<file path="src/rtl/riscv_trap_ctrl.sv">
// riscv_trap_ctrl
// Trap sequencer: latches rising-edge interrupt requests, masks them with mie,
// arbitrates them against synchronous exceptions, stalls the pipeline until it
// drains, then emits a single trap strobe with the cause and redirects the PC.
// It also tracks the handler-active state until mret.

module riscv_trap_ctrl #(
    parameter int IRQ_NUM = 16,
    parameter int MXLEN   = 32
) (
    input  logic               clk_i,
    input  logic               rst_i,
    input  logic [IRQ_NUM-1:0] irq_i,
    input  logic [MXLEN-1:0]   mie_i,
    input  logic               exc_valid_i,
    input  logic [3:0]         exc_code_i,
    input  logic               mret_i,
    input  logic               drain_done_i,
    output logic               stall_o,
    output logic               trap_o,
    output logic               pc_sel_o,
    output logic [MXLEN-1:0]   mcause_o,
    output logic               in_trap_o
);

    localparam int IDX_W = 4;

    typedef enum logic [1:0] {
        ST_IDLE    = 2'd0,
        ST_DRAIN   = 2'd1,
        ST_TRAP    = 2'd2,
        ST_HANDLER = 2'd3
    } state_t;

    // Interrupt cause: interrupt flag in the MSB, code 16+k in the low bits.
    function automatic logic [MXLEN-1:0] irq_cause(input logic [IDX_W-1:0] idx);
        logic [MXLEN-1:0] c;
        c            = '0;
        c[MXLEN-1]   = 1'b1;
        c[5:0]       = 6'd16 + {2'b00, idx};
        return c;
    endfunction

    // Exception cause: MSB clear, raw exception code in the low bits.
    function automatic logic [MXLEN-1:0] exc_cause(input logic [3:0] code);
        logic [MXLEN-1:0] c;
        c      = '0;
        c[3:0] = code;
        return c;
    endfunction

    state_t             r_state;
    logic [IRQ_NUM-1:0] r_irq_prev;
    logic [IRQ_NUM-1:0] r_pend;
    logic [MXLEN-1:0]   r_cause;
    logic               r_cap_irq;
    logic [IDX_W-1:0]   r_cap_idx;
    logic               r_stall;
    logic               r_trap;
    logic               r_pc_sel;
    logic               r_in_trap;

    state_t             w_state_nxt;
    logic [MXLEN-1:0]   w_cause_nxt;
    logic               w_cap_irq_nxt;
    logic [IDX_W-1:0]   w_cap_idx_nxt;
    logic [IRQ_NUM-1:0] w_rise;
    logic [IRQ_NUM-1:0] w_elig;
    logic [IRQ_NUM-1:0] w_clr;
    logic [IRQ_NUM-1:0] w_pend_nxt;
    logic [IDX_W-1:0]   w_sel_idx;
    logic               w_unused_mie;

    assign w_rise       = irq_i & ~r_irq_prev;
    assign w_elig       = r_pend & mie_i[16 +: IRQ_NUM];
    // Only mie bits 16.. carry interrupt enables for the platform lines.
    assign w_unused_mie = ^(mie_i & ~(MXLEN'({IRQ_NUM{1'b1}}) << 16));

    // Fixed-priority select: lowest eligible line index wins.
    always_comb begin
        w_sel_idx = {IDX_W{1'b0}};
        for (int k = IRQ_NUM - 1; k >= 0; k--) begin
            w_sel_idx = w_elig[k] ? IDX_W'(k) : w_sel_idx;
        end
    end

    // Pending update: the TRAP cycle clears the captured line, a new edge re-sets it.
    always_comb begin
        w_clr = '0;
        for (int k = 0; k < IRQ_NUM; k++) begin
            w_clr[k] = (r_state == ST_TRAP) && r_cap_irq && (r_cap_idx == IDX_W'(k));
        end
        w_pend_nxt = (r_pend & ~w_clr) | w_rise;
    end

    // Next-state and cause-capture logic of the trap sequencer.
    always_comb begin
        w_state_nxt   = r_state;
        w_cause_nxt   = r_cause;
        w_cap_irq_nxt = r_cap_irq;
        w_cap_idx_nxt = r_cap_idx;
        case (r_state)
            ST_IDLE: begin
                if (exc_valid_i) begin
                    w_state_nxt   = ST_DRAIN;
                    w_cause_nxt   = exc_cause(exc_code_i);
                    w_cap_irq_nxt = 1'b0;
                    w_cap_idx_nxt = {IDX_W{1'b0}};
                end else if (|w_elig) begin
                    w_state_nxt   = ST_DRAIN;
                    w_cause_nxt   = irq_cause(w_sel_idx);
                    w_cap_irq_nxt = 1'b1;
                    w_cap_idx_nxt = w_sel_idx;
                end else begin
                    w_state_nxt   = ST_IDLE;
                end
            end
            ST_DRAIN: begin
                // A late exception displaces a captured interrupt; that line stays pending.
                if (exc_valid_i && r_cap_irq) begin
                    w_cause_nxt   = exc_cause(exc_code_i);
                    w_cap_irq_nxt = 1'b0;
                    w_cap_idx_nxt = {IDX_W{1'b0}};
                end else begin
                    w_cause_nxt   = r_cause;
                end
                if (drain_done_i) begin
                    w_state_nxt = ST_TRAP;
                end else begin
                    w_state_nxt = ST_DRAIN;
                end
            end
            ST_TRAP: begin
                w_state_nxt = ST_HANDLER;
            end
            ST_HANDLER: begin
                // A nested exception outranks a simultaneous mret.
                if (exc_valid_i) begin
                    w_state_nxt   = ST_DRAIN;
                    w_cause_nxt   = exc_cause(exc_code_i);
                    w_cap_irq_nxt = 1'b0;
                    w_cap_idx_nxt = {IDX_W{1'b0}};
                end else if (mret_i) begin
                    w_state_nxt = ST_IDLE;
                end else begin
                    w_state_nxt = ST_HANDLER;
                end
            end
            default: begin
                w_state_nxt = ST_IDLE;
            end
        endcase
    end

    // Edge-detect history and pending interrupt latches.
    always_ff @(posedge clk_i or posedge rst_i) begin
        if (rst_i) begin
            r_irq_prev <= '0;
            r_pend     <= '0;
        end else begin
            r_irq_prev <= irq_i;
            r_pend     <= w_pend_nxt;
        end
    end

    // FSM state, captured cause and registered outputs derived from the next state.
    always_ff @(posedge clk_i or posedge rst_i) begin
        if (rst_i) begin
            r_state   <= ST_IDLE;
            r_cause   <= '0;
            r_cap_irq <= 1'b0;
            r_cap_idx <= {IDX_W{1'b0}};
            r_stall   <= 1'b0;
            r_trap    <= 1'b0;
            r_pc_sel  <= 1'b0;
            r_in_trap <= 1'b0;
        end else begin
            r_state   <= w_state_nxt;
            r_cause   <= w_cause_nxt;
            r_cap_irq <= w_cap_irq_nxt;
            r_cap_idx <= w_cap_idx_nxt;
            r_stall   <= (w_state_nxt == ST_DRAIN) || (w_state_nxt == ST_TRAP);
            r_trap    <= (w_state_nxt == ST_TRAP);
            r_pc_sel  <= (w_state_nxt == ST_TRAP);
            // Handler flag persists through a nested trap and drops only on return to IDLE.
            r_in_trap <= (w_state_nxt == ST_HANDLER) ||
                         (r_in_trap && (w_state_nxt != ST_IDLE));
        end
    end

    assign stall_o   = r_stall;
    assign trap_o    = r_trap;
    assign pc_sel_o  = r_pc_sel;
    assign mcause_o  = r_cause;
    assign in_trap_o = r_in_trap;

endmodule

</file>
<file path="config.mk">
export PLATFORM = sky130hd
export DESIGN_NAME = riscv_trap_ctrl
export DESIGN_NICKNAME = d
export VERILOG_FILES = /design/src/rtl/riscv_trap_ctrl.sv
export SDC_FILE = /design/constraint.sdc
export NUM_CORES = 1
export LEC_CHECK = 0
export CORE_UTILIZATION = 43
export CTS_CLUSTER_SIZE = 28
export DETAILED_ROUTE_END_ITERATION = 16
export PLACE_DENSITY = 0.8
export SYNTH_ARGS = -nofsm -noshare
export SYNTH_HDL_FRONTEND = slang
export SYNTH_SLANG_ARGS = --single-unit
export TNS_END_PERCENT = 100
</file>
<file path="constraint.sdc">
create_clock -name clk_i -period 1.95 [get_ports clk_i]
set_input_delay 0.39 -clock clk_i [delete_from_list [all_inputs] [get_ports clk_i]]
set_output_delay 0.39 -clock clk_i [all_outputs]
set_load 0.02 [all_outputs]
</file>
==> results of run 1 <==
-- final cells by class --
class                   instances  area share, %
clock buffers                   6           2.69
clock inverters                 2           1.95
inverters                      23           2.81
multi-input cells             144           31.1
flip-flops and latches         46           37.5
well taps                      70           2.85
repair buffers                 68           21.2
-- sequential cells by signal, summed over array words and instances, names as in the netlist --
signal      count
pc_sel_o        1
r_state         2
mcause_o        5
r_irq_prev     16
r_pend         16
in_trap_o       1
stall_o         1
r_cap_idx       4
-- power by group through the flow --
stage	sequential [mW]	clock (mW)	combinational, mW
after floorplan	1.28	0	0.594
after global placement	1.21	0	1.03
after detailed placement	1.22	0	1.06
after CTS	1.20	0.877	1.06
after global routing	1.22	0.917	1.19
final	1.20	0.861	1.09
-- cells in the mapped netlist --
master                     number
sky130_fd_sc_hd__dfrtp_1       46
sky130_fd_sc_hd__o21ai_0       35
sky130_fd_sc_hd__buf_4         29
sky130_fd_sc_hd__inv_1         23
sky130_fd_sc_hd__nand2_1       14
sky130_fd_sc_hd__a21oi_1        6
sky130_fd_sc_hd__a22oi_1        6
sky130_fd_sc_hd__a22o_1         5
sky130_fd_sc_hd__mux2_4         5
sky130_fd_sc_hd__and2_1         4
sky130_fd_sc_hd__ha_1           3
sky130_fd_sc_hd__mux2i_1        3
sky130_fd_sc_hd__nand2b_1       3
sky130_fd_sc_hd__nor2_1         3
sky130_fd_sc_hd__o211ai_1       3
sky130_fd_sc_hd__o31ai_1        3
sky130_fd_sc_hd__nor3_1         2
sky130_fd_sc_hd__or2_2          2
sky130_fd_sc_hd__a211o_1        1
sky130_fd_sc_hd__a211o_2        1
sky130_fd_sc_hd__a211oi_4       1
sky130_fd_sc_hd__a21boi_0       1
sky130_fd_sc_hd__a21o_1         1
sky130_fd_sc_hd__a221oi_1       1
sky130_fd_sc_hd__a32o_1         1
sky130_fd_sc_hd__a32oi_1        1
sky130_fd_sc_hd__and2b_1        1
sky130_fd_sc_hd__and4bb_2       1
sky130_fd_sc_hd__and4bb_4       1
sky130_fd_sc_hd__conb_1         1
sky130_fd_sc_hd__nand3_2        1
sky130_fd_sc_hd__nand3b_1       1
sky130_fd_sc_hd__nand4_1        1
sky130_fd_sc_hd__nand4b_1       1
sky130_fd_sc_hd__nor2_8         1
sky130_fd_sc_hd__nor2b_1        1
sky130_fd_sc_hd__nor4_1         1
sky130_fd_sc_hd__o22ai_1        1
sky130_fd_sc_hd__o32a_1         1
sky130_fd_sc_hd__o32ai_1        1
-- cell usage in the layout, fill, tap and decap left out, types with 2 or more instances in the layout --
cell                              instances
sky130_fd_sc_hd__o21ai_0                 35
sky130_fd_sc_hd__bufinv_16                2
sky130_fd_sc_hd__clkdlybuf4s50_1         49
sky130_fd_sc_hd__o211ai_1                 3
sky130_fd_sc_hd__mux2i_1                  2
sky130_fd_sc_hd__conb_1                  26
sky130_fd_sc_hd__a22o_1                   5
sky130_fd_sc_hd__dfrtp_1                 46
sky130_fd_sc_hd__ha_1                     2
sky130_fd_sc_hd__nor2_1                   3
sky130_fd_sc_hd__a22oi_1                  3
sky130_fd_sc_hd__mux2_4                   5
sky130_fd_sc_hd__clkbuf_8                 6
sky130_fd_sc_hd__nand2b_1                 3
sky130_fd_sc_hd__nand2_1                 14
sky130_fd_sc_hd__inv_1                   22
sky130_fd_sc_hd__a22oi_2                  3
sky130_fd_sc_hd__or2_2                    2
sky130_fd_sc_hd__o31ai_1                  3
sky130_fd_sc_hd__and2_1                   4
sky130_fd_sc_hd__buf_4                   17
sky130_fd_sc_hd__a21oi_1                  5
-- metal layers --
layer	part of all wire [%]	GRT usage, %
met3	5.2	4.69
met1	42	21.7
met2	49	32.0
met5	0	0
met4	3.4	9.22
-- final timing paths --
check	endpoint	slack [ns]
worst max-delay path	mcause_o[4]$_DFFE_PP0P_	0.08
worst min-delay path	r_pend[2]$_DFF_PP0_	0.38
worst max register to register	mcause_o[4]$_DFFE_PP0P_	0.18
worst min register to register	r_pend[10]$_DFF_PP0_	0.42
max in group asynchronous	r_cap_idx[2]$_DFFE_PP0P_	1.08
min in group clk_i	r_pend[10]$_DFF_PP0_	0.42
-- through the flow --
step	cells	setup slack, ns	instance area [sq um]	TNS [ns]	utilization [%]
after floorplan	242	0.195	2370	0	-
after global placement	350	-0.284	2880	-2.57	56.4
after detailed placement	350	-0.308	2880	-2.86	56.4
after CTS	358	0.00671	3030	0	59.2
after global routing	359	0.00130	3070	0	60.2
final	359	0.0791	3070	0	60.2
-- what timing repair did --
action / CTS / global route
setup endpoints to repair: 0 / 10
setup buffers: 0 / 1
hold endpoints to repair: 0 / 0
gates resized for setup: 0 / 9
-- cells by family (layout without fill, tap and decap cells) --
group,after synthesis,after routing,share of synthesized area (%)
multiplexers,8,8,4.61
adder cells (fa/ha/maj),3,3,1.65
flip-flops,46,46,50.5
buffers and inverters,52,99,13.3
AO/OA/AOI/OAI,69,69,19.6
AND/OR/NAND/NOR,38,38,10.2
other,1,26,0.165
==> run summary, run 1 <==
The worst slew margin relative to its limit is 62.2%, and the combinational fraction of design power is 34.5%. For this run, design rule violations remaining after detail routing come to 0. The flow ran to the end, and the final reports show no timing, DRC or antenna violations.

After detailed routing, the average wire length per cell comes to 12.7 microns. Routability-driven placement finished with a final weighted congestion of 0.861. Clock tree synthesis selected as its root buffer the cell sky130_fd_sc_hd__clkbuf_8.

The area of combinational cells with multiple inputs was 955 sq um. Across every metal layer, demand over resource in global routing totals 18.6%. The die covers 5590 sq um. The repair_antennas step left the layout with diodes totalling 0.

For this block, the routed nets add up to 4540 microns of wire. The startpoint identified for the worst register-to-register timing path is r_pend[14]$_DFF_PP0_. The top-area cell type share of the netlist area came out at 50.5%. The total CTS buffers is 5.

The signal on the critical path passes through clkdlybuf4s50_1 -> a22o_1 -> and4bb_2 -> and4bb_4 -> nor2_8 -> buf_4 -> mux2i_2. The number of global-route vias before repair is 1731. Fill cells in the final layout number 428. Setup repair after global routing left no endpoint under its margin. The number of failing hold endpoints at the final stage was 0; the share of synthesized area occupied by flip-flops and latches was 50.5%. Storage element area: 1150 sq um. Counting flops and latches in the post-synthesis netlist gives 46.

At the later pin of the worst-skew pair, clock insertion delay measures 0.30 ns. The clock tree synthesis step divided the H-tree into 2 levels. The maximum net fanout on the critical path is 6. The first routing iteration left 85 violations.

The wire-length estimate of the detail-placed layout is 3640 microns. STA puts the critical path data required time at 2.14 ns. Kind of end point of the critical path: a flop. The critical path runs through a total of 7 cells. In this run the power density over the cells is 1020 nW/um^2. The number of warnings issued by yosys was 0. The launch point of the worst path is mie_i[28]. Synthesis handed over a netlist of 217 instances.

The tool flagged a number of max-cap violations equal to 0. Clock tree synthesis found a total of 46 sinks. Path class of the lowest-slack min-delay path: in2async. The first global-routing pass estimated 7610 microns of wire. The area of the placeable core is 5110 sq um, and the net switching power figure is 0.957 mW.

The clock-pin slew reported for the worst setup and hold paths after clock tree synthesis came out at 0.09 ns. For the relative contribution of the clock network to total power, the log shows 27.4%. Count of final max-slew check failures: 0. From bottom edge to top edge, the die measures 74.8 microns.

Compared with the post-synthesis result, the final layout area differs by 34.9%. The detailed router placed 1769 vias in this run. The tools report the hold buffer count at cts as 0.

Setup violations remaining at the end of the flow were counted as 0. Number of top-level pins: 93. Counting both buffers and inverters, the worst setup path holds a total of 2. Dividing the detail-routed via count by the number of cells gives 4.93. The floorplan die width came out at 74.8 microns. After synthesis, the cell types taking the most area are sky130_fd_sc_hd__dfrtp_1, sky130_fd_sc_hd__buf_4, sky130_fd_sc_hd__o21ai_0.

Once detail routing completed, the nets flagged for antenna violations numbered 0. The worst setup path is launched from an input port. Highest ir drop seen on vdd: 0.532 mV.

The synthesized area per cell was 10.5 sq um; the starting density of the core was 44.6%. The total overflow left after global routing is 0. The tools report the worst hold slack as 0.380 ns.

Counting along the longest clock path gives a buffer depth of 2. The tools report the largest net degree at the start of global routing as 33. The library cell contributing the largest single delay on the critical path is sky130_fd_sc_hd__clkdlybuf4s50_1. Before antenna repair, the detailed router went through 4 iterations. Net switching is 30.4% of the power. The post-layout minimum cycle time is 1.87 ns, and the number of nets in the layout is 348.

Across the routed clock network, the largest skew measured is 0.00657 ns. After layout, the worst path uses 95.9% of the clock period. After synthesis the cells add up to 2280 sq um. The number of antenna violations at the first check in global routing is 0. TritonCTS built the clock tree. The critical path is of the in2reg type. The total power of the final layout is 3.14 mW. STA puts the critical path data arrival time at 2.06 ns.

Per report_power, the sequential group accounts for 38.1% of the total. The post-route netlist has 16.3% of its cells at a drive strength greater than 1. The number of buffers added on ports works out to 50. The floorplan has 26 rows. On the critical path the largest part of the delay comes from simple AND/OR/NAND/NOR gates. The internal portion of the total power is 2.19 mW. The slew of the pin with the lowest slew margin was 0.564 ns. In this run, distinct cell masters in the synthesized netlist total 40.

On the worst path, the slowest cell contributes a delay of 0.43 ns. For the worst flop-to-flop path, the logic depth is 6. Summed over all cells, the static leakage comes to 1.34 nW. The tools report the achievable frequency as 0.535 GHz.

Of all cell types, the one taking the most synthesized area is sky130_fd_sc_hd__dfrtp_1.
Power figures use the tool's default switching activity.
==> inputs of run 2 (changes only) <==
--- a/config.mk
+++ b/config.mk
@@ -5,10 +5,11 @@
 export SDC_FILE = /design/constraint.sdc
 export NUM_CORES = 1
 export LEC_CHECK = 0
-export CORE_UTILIZATION = 43
+export CORE_UTILIZATION = 44
+export CTS_BUF_LIST = sky130_fd_sc_hd__clkbuf_8
 export CTS_CLUSTER_SIZE = 28
 export DETAILED_ROUTE_END_ITERATION = 16
-export PLACE_DENSITY = 0.8
+export PLACE_DENSITY = 0.82
 export SYNTH_ARGS = -nofsm -noshare
 export SYNTH_HDL_FRONTEND = slang
 export SYNTH_SLANG_ARGS = --single-unit
==> run 2 against run 1 <==
  * Clock skew down 0.00051 ns
  * Routed wire length rose by 1.9%
  * Worst setup slack worse by 0.044 ns
  * Cell count shrank 0.84%
  * First-iteration DRC count increased by 15%
  * Hold slack improved by 0.041 ns
  * Sequential power about the same
  * Via count grew 0.34%
  * Largest cell class unchanged
  * Largest power group unchanged
  * Highest routed layer unchanged
==> run summary, run 2 (synthesized netlist as in run 1, its figures left out) <==
The run gives 0 (unchanged) as the max-cap check violation count. The critical path in this run is classified as in2reg. CTS placed an instance of sky130_fd_sc_hd__clkbuf_8 at the clock tree root. The run gives 1775 (+0.34%) as the number of vias after detailed routing. The worst-skew pair later-pin latency was 0.30 ns (about the same); the post-layout minimum cycle time was 1.91 ns (+0.0436 ns). For the total number of placement rows, the log shows 25 (-3.8%).

Final wirelength: 4630 microns (+1.9%). The number of iterations in the first detailed-routing pass was 4 (unchanged); the leakage component of the power was 1.33 nW (-1.0%). Number of top-level pins: 93 (unchanged). The tools report the worst setup slack after layout as 0.0356 ns (-0.0436 ns). The library cell contributing the largest single delay on the critical path is sky130_fd_sc_hd__clkdlybuf4s50_1. The path class of the tightest hold or removal check is in2async.

Per-cell via count in the routed design: 4.99 (+1.2%). The total half-perimeter wirelength after legalization and detailed placement came out at 3560 microns (-2.1%). The register-to-register path setup slack is 0.16 ns (-0.02 ns). The logs give 7630 microns (+0.28%) for the first-pass GRT wire length and 0 (unchanged) for the number of failing hold endpoints at the final stage. The library cells used most frequently in the layout, excluding fill and tap cells, are sky130_fd_sc_hd__clkdlybuf4s50_1, sky130_fd_sc_hd__dfrtp_1, sky130_fd_sc_hd__o21ai_0, sky130_fd_sc_hd__conb_1, sky130_fd_sc_hd__inv_1.

The worst setup timing slack at the placement stage is -0.304 ns (+0.00353 ns). The maximum net fanout on the critical path is 6 (unchanged). TritonCTS built the clock tree. The average detailed-routed wire length per instance is 13.0 microns (+2.7%), and the non-filler instance count after layout is 356 (-0.84%).

The flow ran to the end, and the final reports show no timing, DRC or antenna violations. The ratio of total power to cell area was 977 nW/um^2 (-4.5%). The starting DRC count in detailed routing is 98 (+15%), and the maximum buffer depth of the clock tree is 2 (unchanged). The tools report the clock sink count as 46 (unchanged). The tools report the critical path launch point type as an input port. The run gives 0 (unchanged) as the number of buffers added for setup after CTS.

The area enclosed by the die boundary is 5470 sq um (-2.2%), and the count of final max-slew check failures is 0 (unchanged). The number of global-route vias before repair is 1709 (-1.3%), and the number of buffers added on ports is 50 (unchanged). The tools report the data arrival time of the critical path as 2.10 ns (+0.04 ns). The total global routing overflow was 0 (unchanged); the worst hold slack was 0.421 ns (+0.0408 ns). The critical path goes through clkdlybuf4s50_1 -> a22oi_1 -> and4bb_2 -> and4bb_4 -> nor2_8 -> mux2_4. The largest stage delay on the critical path was 0.43 ns (about the same). The achievable frequency came out at 0.522 GHz (-2.3%). The number of setup violations in the final report is 0 (unchanged). The total global routing track utilization came out at 18.8% (+0.18 points).

For the number of nets in the layout, the log shows 348 (unchanged). Floorplan die width: 74.0 microns (-1.1%). The final setup skew was 0.00607 ns (-0.000507 ns); the die extent in y was 74.0 microns (-1.1%).

The starting density of the core is 47.0% (+2.4 points). The antenna cell count is 0 (unchanged), and the post-detailed-route DRC marker count is 0 (unchanged). The run gives 4850 sq um (-5.1%) as the area of the placeable core. Leaving out fill and tap cells, the most frequent cell in the layout is sky130_fd_sc_hd__clkdlybuf4s50_1. The largest net degree at the start of global routing was 47 (+42%); the highest ir drop seen on vdd was 0.537 mV (+0.81%).

The clock-pin slew reported for the worst setup and hold paths after clock tree synthesis is 0.09 ns (about the same). For the hold buffer count at cts, the log shows 0 (unchanged). The remaining antenna violation count after routing is 0 (unchanged). The tools report the number of placed instances, taps included as 348 (-0.57%). The total CTS buffers came out at 5 (unchanged). The period utilization was 98.2% (+2.2 points); the endpoint required time on the critical path was 2.14 ns (about the same). The layout overhead on the synthesized area is 32.9%.

On the critical path the largest part of the delay comes from simple AND/OR/NAND/NOR gates. Kind of end point of the critical path: a flop. The number of antenna violations at the first check in global routing was 0 (unchanged); the share of final-layout standard cells stronger than drive strength 1 was 15.2% (-1.0 points). The run gives 2 (unchanged) as the depth of the CTS H-tree. The run gives 0.883 (+2.5%) as the global placement routability congestion.

Count of buffer and inverter cells on the critical path: 1 (-1).
## run 2: what timing repair did
action	CTS	global route
resized for setup	1	6
pin swaps	0	5
cloned	0	0
setup endpoints to repair	1	1
## run 2: report_power, final
part	leakage (nW)	internal [mW]	switching (mW)
sequential	0.500	1.08	0.110
combinational	0.772	0.542	0.524
clock	0.0556	0.377	0.321
## run 2: per-layer routing
| layer | GRT usage (%) | share of wire (%) | vias up |
|---|---|---|---|
| met1 | 23.8 | 45 | 852 |
| li1 | - | - | 847 |
| met5 | 0 | 0 | - |
| met4 | 6.20 | 1.2 | 0 |
| met3 | 4.34 | 5.4 | 6 |
| met2 | 31.9 | 49 | 70 |
## run 2: worst min-delay path, stage by stage
cell	delay, ns
sky130_fd_sc_hd__clkdlybuf4s50_1	0.40
sky130_fd_sc_hd__clkinv_1	0.07
sky130_fd_sc_hd__buf_12	0.24
## run 2: worst paths after layout
| check | endpoint | cells after the start | start |
|---|---|---|---|
| setup / recovery | r_cap_idx[3]$_DFFE_PP0P_ | 6 | mie_i[24] |
| hold / removal | r_irq_prev[4]$_DFF_PP0_ | 3 | rst_i |
| setup reg to reg | r_cap_idx[3]$_DFFE_PP0P_ | 5 | r_pend[14]$_DFF_PP0_ |
| hold reg to reg | r_pend[13]$_DFF_PP0_ | 1 | r_irq_prev[13]$_DFF_PP0_ |
| max in group asynchronous | r_irq_prev[11]$_DFF_PP0_ | 3 | rst_i |
| min in group clk_i | r_pend[13]$_DFF_PP0_ | 1 | r_irq_prev[13]$_DFF_PP0_ |
## run 2: cell type report
cell class | instances | area (sq um)
fill | 403 | 1820
sequential | 46 | 1150
multi-input combinational | 144 | 946
timing repair buffer | 68 | 651
inverter | 23 | 86.3
tap | 67 | 83.8
clock buffer | 5 | 68.8
clock inverter | 3 | 41.3
## run 2: through the flow
stage	cell area, sq um	power, mW	util (%)	TNS, ns
5_1_grt	3030	3.13	62.5	-0.00270
6_report	3030	2.96	62.5	0
2_1_floorplan	2370	1.87	-	0
3_3_place_gp	2890	2.24	59.5	-2.63
4_1_cts	3000	2.96	61.9	0
3_5_place_dp	2890	2.27	59.5	-2.77
